===== src/rtl/scan_mux.sv =====
// scan_mux: registered N-channel, W-bit selector with an autonomous
// downward channel sweep. Manual mode presents A[sel] one cycle later;
// scan mode walks CHANNELS-1 down to 0, presenting each channel for
// DWELL cycles, freezing while hold is high.
//
// state | meaning
// IDLE  | manual select, or waiting for start when mode=1
// SCAN  | sweep engine running (busy)
// DONE  | one-cycle completion pulse, returns to IDLE
module scan_mux #(
  parameter int WIDTH    = 1,
  parameter int CHANNELS = 4,
  parameter int DWELL    = 2,
  localparam int SEL_W   = $clog2(CHANNELS)
) (
  input  logic                      clk,
  input  logic                      rst_n,
  input  logic [CHANNELS*WIDTH-1:0] A,
  input  logic [SEL_W-1:0]          sel,
  input  logic                      mode,
  input  logic                      start,
  input  logic                      hold,
  output logic [WIDTH-1:0]          Y,
  output logic [SEL_W-1:0]          y_ch,
  output logic                      y_valid,
  output logic                      busy,
  output logic                      done
);

  localparam int DW_W = $clog2(DWELL + 1);
  localparam logic [SEL_W:0]   CH_NUM  = (SEL_W + 1)'(CHANNELS);
  localparam logic [SEL_W-1:0] CH_LAST = SEL_W'(CHANNELS - 1);
  localparam logic [DW_W-1:0]  DW_LAST = DW_W'(DWELL - 1);

  typedef enum logic [1:0] {
    IDLE = 2'd0,
    SCAN = 2'd1,
    DONE = 2'd2
  } state_t;

  state_t            state;
  logic [SEL_W-1:0]  ch;
  logic [DW_W-1:0]   dwell;
  logic [WIDTH-1:0]  sel_data;
  logic [WIDTH-1:0]  scan_data;
  logic              sel_in_range;

  // Live data muxes for the manual select and for the scan channel.
  // Out-of-range selects (non-power-of-2 channel counts) yield zero.
  always_comb begin
    sel_data  = '0;
    scan_data = '0;
    for (int i = 0; i < CHANNELS; i++) begin
      if (sel == SEL_W'(i)) sel_data  = A[i*WIDTH +: WIDTH];
      if (ch  == SEL_W'(i)) scan_data = A[i*WIDTH +: WIDTH];
    end
  end

  assign sel_in_range = ({1'b0, sel} < CH_NUM);

  // Status flags decode straight from the state register.
  assign busy = (state == SCAN);
  assign done = (state == DONE);

  // Sequencer: state, sweep counters and registered outputs.
  always_ff @(posedge clk or negedge rst_n) begin
    if (!rst_n) begin
      state   <= IDLE;
      ch      <= '0;
      dwell   <= '0;
      Y       <= '0;
      y_ch    <= '0;
      y_valid <= 1'b0;
    end else begin
      case (state)
        IDLE: begin
          if (!mode) begin
            y_ch <= sel;
            if (sel_in_range) begin
              Y       <= sel_data;
              y_valid <= 1'b1;
            end else begin
              Y       <= '0;
              y_valid <= 1'b0;
            end
          end else begin
            y_valid <= 1'b0;
            if (start) begin
              state <= SCAN;
              ch    <= CH_LAST;
              dwell <= '0;
            end
          end
        end
        SCAN: begin
          if (hold) begin
            y_valid <= 1'b0;
          end else begin
            Y       <= scan_data;
            y_ch    <= ch;
            y_valid <= 1'b1;
            if (dwell == DW_LAST) begin
              dwell <= '0;
              // Channel 0 ends the sweep; the counter never wraps.
              if (ch == '0) state <= DONE;
              else          ch    <= ch - 1'b1;
            end else begin
              dwell <= dwell + 1'b1;
            end
          end
        end
        DONE: begin
          y_valid <= 1'b0;
          state   <= IDLE;
        end
        default: begin
          y_valid <= 1'b0;
          state   <= IDLE;
        end
      endcase
    end
  end

endmodule


===== config.mk =====
export PLATFORM = sky130hd
export DESIGN_NAME = scan_mux
export DESIGN_NICKNAME = d
export VERILOG_FILES = /design/src/rtl/scan_mux.sv
export SDC_FILE = /design/constraint.sdc
export NUM_CORES = 1
export LEC_CHECK = 0
export ABC_CLOCK_PERIOD_IN_PS = 2000
export CORE_MARGIN = 2
export CORE_UTILIZATION = 44
export CTS_CLUSTER_DIAMETER = 50
export DETAILED_ROUTE_END_ITERATION = 7
export PLACE_DENSITY = 0.8
export RECOVER_POWER = 25
export SLEW_MARGIN = 25
export SYNTH_ARGS = -nofsm -noshare
export SYNTH_HDL_FRONTEND = slang
export SYNTH_SLANG_ARGS = --single-unit

===== constraint.sdc =====
create_clock -name clk -period 2 [get_ports clk]
set_clock_uncertainty 0.15 [all_clocks]
set_input_delay 0.3 -clock clk [delete_from_list [all_inputs] [get_ports clk]]
set_output_delay 0.3 -clock clk [all_outputs]
set_load 0.01 [all_outputs]

# Yosys cells after proc, flatten, opt, wreduce, memory -nomap -nowiden
# Index checks and enable logic that the tools add are counted.
# word_totals
elab_cells	66
latchBits	0
mem_bits_ro	0
memories	0
output_inout_bits	6
reg_bits	10
mem_bits_rw	0
# classes
div_mod_pow	0
muxes	34
n_addsub	2
mul	0
bitwise_logic	0
reduce_logical	8
eq_ne	16
order_cmp	0
shift	0
# op_table
cell	count
2-bit two-way mux	16
2-bit case mux with 2 select lines	4
1-bit two-way mux	12
2-bit equality test (second input constant)	5
2-bit inequality test (second input constant)	5
2-bit by 1-bit equality test with 1-bit output (second input constant)	4
2-bit logical NOT	3
6-bit AND reduction	1
5-bit AND reduction	1
2-bit by 1-bit inequality test with 1-bit output (second input constant)	2
1-bit case mux with 2 select lines	2
4-bit AND reduction	1
3-bit AND reduction	1
2-bit by 1-bit adder with 2-bit output (second input constant)	1
2-bit nonzero test	1
2-bit by 1-bit subtractor with 2-bit output (second input constant)	1

# Longest topological paths before layout
# depth
word_depth	7
ltp_mapped	6
mapped_depth_nobuf	6

# Worst setup path before layout
# No wires, ideal clock.
# synth_timing
kind	register -> register
start	register ch[0]
end	register state[0]
path_buffers	0
path_stages_with_launch	6
setup_time_ns	0.129
required_time_ns	1.721
arrival_ns	1.411
setup_slack_ns	0.310
path_cell_list	dfrtp_1 inv_1 ha_1 or4bb_2 nand2_1 a21oi_1
# synth_via
elab_chain_len	3
# synth_rtl
item	line_no	text
start, declared	42	logic [SEL_W-1:0] ch;
start signal, assigned	106	else ch <= ch - 1'b1;
2-bit logical NOT	105	if (ch == '0) state <= DONE;
2-bit by 1-bit inequality test with 1-bit output (no source line)	n/a	
5-bit AND reduction (no source line)	n/a	
end signal, assigned	105	
end signal, assigned	114	state <= IDLE;
end signal, assigned	118	state <= IDLE;
end, declared	41	state_t state;
# Every way passes these cells.
# A chain may end at the register's enable or synchronous reset.

# Worst setup path in the final report
# layout_timing
start	register ch[0]
end	register ch[1]
# layout_via
elab_chain_len	5
elab_cells_between_ends	8
cone_classes	add/sub (1); eq/ne (1); mux (4); reduce/logical (2)
# layout_rtl
item	line_no	text
2-bit by 1-bit subtractor with 2-bit output	106	
2-bit two-way mux	105	
2-bit two-way mux	102	if (dwell == DW_LAST) begin
2-bit two-way mux	96	if (hold) begin
2-bit case mux with 2 select lines	75	case (state)
# Parallel ways exist; a longest one is shown, timed or not. The select of a mux whose other input is x is not followed.

==> impl_metrics.env <==
export IMPL_drc=0
export IMPL_wl_um=1230
export IMPL_hold_viol=0
export IMPL_critical_path_class="register to register"
export IMPL_synth_top_cells_by_area="dfrtp_1 43%, ha_1 8.7%, a21oi_1 6.1%"
export IMPL_yosys_area_top_type_share=0.434
export IMPL_antenna_cells=0
export IMPL_clock_path_buffers=2
export IMPL_finalNetCount=95
export IMPL_finish_utilization=0.618
export IMPL_cp_endpoint="ch[1]"
export IMPL_first_pass_iters=3
export IMPL_via_count=496
export IMPL_core_area_mm2=0.00127
export IMPL_synthCells=59
export IMPL_syn_to_final_growth_pct=36.0
export IMPL_syn_area_um2=577
export IMPL_hold_path_class="primary input to async pin"
export IMPL_drive_gt1_frac=0.128
export IMPL_ys_ff_latch=10
export IMPL_clk_latency_ps=260
export IMPL_clockRootBuffer="clkbuf_4"
export IMPL_synthFlopType="dfrtp_1"
export IMPL_wl_per_cell_um=13.2
export IMPL_slew_viol_final=0
export IMPL_cts_hold_buf=0
export IMPL_use_met3=0.106
export IMPL_worst_path_max_fanout=5
export IMPL_vias_per_cell=5.33
export IMPL_cts_setup_buffers=0
export IMPL_cap_viol_max_count=0
export IMPL_tns_ps=0
export IMPL_use_met2=0.331
export IMPL_portBuffers=16
export IMPL_die_area_mm2=0.00162
export IMPL_fin_area_um2=785
export IMPL_synth_warnings=0
export IMPL_synth_edff_count=0
export IMPL_yosysMostFrequentCell="dfrtp_1"
export IMPL_die_w_um=40.2
export IMPL_cp_end_kind="register"
export IMPL_crit_family="simple AND/OR/NAND/NOR gates"
export IMPL_crit_slowest_cell="or3b_1"
export IMPL_grt_max_degree=11
export IMPL_tightest_slew_ps=471
export IMPL_htree_levels=1
export IMPL_rsz0062_at_grt="no"
export IMPL_synth_commonest_cells="10 x dfrtp_1, 8 x nor2_1, 7 x a21oi_1"
export IMPL_fmax_mhz=543
export IMPL_rows=13
export IMPL_worstReg2RegEnd="ch[1]"
export IMPL_reg2reg_depth=6
export IMPL_worst_setup_hold_path_clk_slew_ps=60
export IMPL_fin_crit_ps=1840
export IMPL_cp_num_buf_inv=1
export IMPL_cts_sinks=10
export IMPL_grt_use_total=0.204
export IMPL_synth_seq_area_share=0.434
export IMPL_required_ps=2040
export IMPL_cts_tree="yes"
export IMPL_critical_path_arrival_ps=1880
export IMPL_grt_pass1_vias=479
export IMPL_regToRegSetupSlack_ps=160
export IMPL_r2r_start="ch[0]"
export IMPL_leakage_nw=0.346
export IMPL_syn_avg_cell_area_um2=9.78
export IMPL_critPathMaxStageDelay_ps=390
export IMPL_cts_repair_resize_count=0
export IMPL_synthArstFlopShare=1.00
export IMPL_p_total_uw=989
export IMPL_place_gp_congestion=0.760
export IMPL_crit_start="ch[0]"
export IMPL_cts_buffers=3
export IMPL_ios=17
export IMPL_cp_start_kind="register"
export IMPL_peakVddDrop_uv=524
export IMPL_p_per_area_mw_per_mm2=1260
export IMPL_relSlewSlack=0.685
export IMPL_top_usage_layer="met2"
export IMPL_start_util=0.455
export IMPL_path_depth=6
export IMPL_grt_ovfl_total=0
export IMPL_dpl_hpwl_um=978
export IMPL_drtIter0Drc=1
export IMPL_fillers=114
export IMPL_placed_area_um2=758
export IMPL_setup_violations=0
export IMPL_ant_nets=0
export IMPL_period_share=0.921
export IMPL_grt_pass1_wl_um=2060
export IMPL_yosysUniqueCellTypes=26
export IMPL_synth_nets=74
export IMPL_crit_chain="inv_1 > ha_1 > or3b_1 > a221oi_2 > nor2_1 > a21oi_1"
export IMPL_grtUsageMet1=0.216
export IMPL_die_h_um=40.2
export IMPL_yosys_area_top_type="dfrtp_1"
export IMPL_status="completed"
export IMPL_antenna_found_initial=0
[sequential cells by signal, summed over array words and instances, names as in the netlist]
name and flops:
y_ch 2, ch 2, Y 1, dwell 2, state 2, y_valid 1
[where the power goes]
group,switching (mW),total [mW],internal [mW]
Clock,0.0621,0.131,0.0692
Sequential,0.0620,0.343,0.281
Combinational,0.255,0.515,0.260
[metal layers]
| metal | routed length, um | vias to the layer above |
|---|---|---|
| met1 | 505 | 226 |
| met3 | 95 | 7 |
| li1 | - | 248 |
| met2 | 594 | 15 |
| met4 | 36 | 0 |
| met5 | 0 | - |
[cells in the final DEF (no fill, tap or decap), types with 2 or more instances in the layout]
cell	instances
clkbuf_4	3
inv_1	4
nand2_1	5
clkdlybuf4s50_1	14
ha_1	4
dfrtp_1	9
nor2_1	8
a21oi_1	7
o21ai_0	2
[through the flow]
stage	hold slack [ps]	setup slack, ps	instances
3_3_place_gp	347	160	90
6_report	278	157	93
4_1_cts	213	5.01	93
3_5_place_dp	356	141	90
2_1_floorplan	-146	310	59
5_1_grt	314	19.3	93
[worst register-to-register path, stage by stage (launching register included)]
cell,delay (ps)
dfrtp_1,380
inv_1,110
ha_1,230
or3b_1,390
a221oi_2,310
nor2_1,70
a21oi_1,120
[worst min-delay path by stage]
stage	startpoint	end	slack, ps	depth (start not counted)
after global placement	dwell[1]	dwell[1]	350	1
after global routing	rst_n	state[0]	310	1
after detailed placement	dwell[1]	dwell[1]	360	1
after CTS	rst_n	state[0]	210	1
after floorplan	rst_n	Y	-150	0
final	rst_n	y_valid	280	1
[layout make-up]
cell class | instances | area (um2) | area share
multi-input cells | 44 | 307 | 0.391
flip-flops and latches | 10 | 251 | 0.321
repair buffers | 17 | 170 | 0.217
clock buffers | 3 | 22.5 | 0.0287
well taps | 15 | 18.8 | 0.0239
inverters | 4 | 15.0 | 0.0191
[logic make-up (layout without fill, tap and decap cells)]
group / Yosys count / after routing / synth area share
fa+ha+maj: 4 / 4 / 0.0868
flops: 10 / 10 / 0.434
compound gates: 16 / 16 / 0.195
mux: 1 / 1 / 0.0390
buf+inv: 5 / 24 / 0.0347
simple gates: 23 / 23 / 0.210
(Power assumes the default switching activity.)
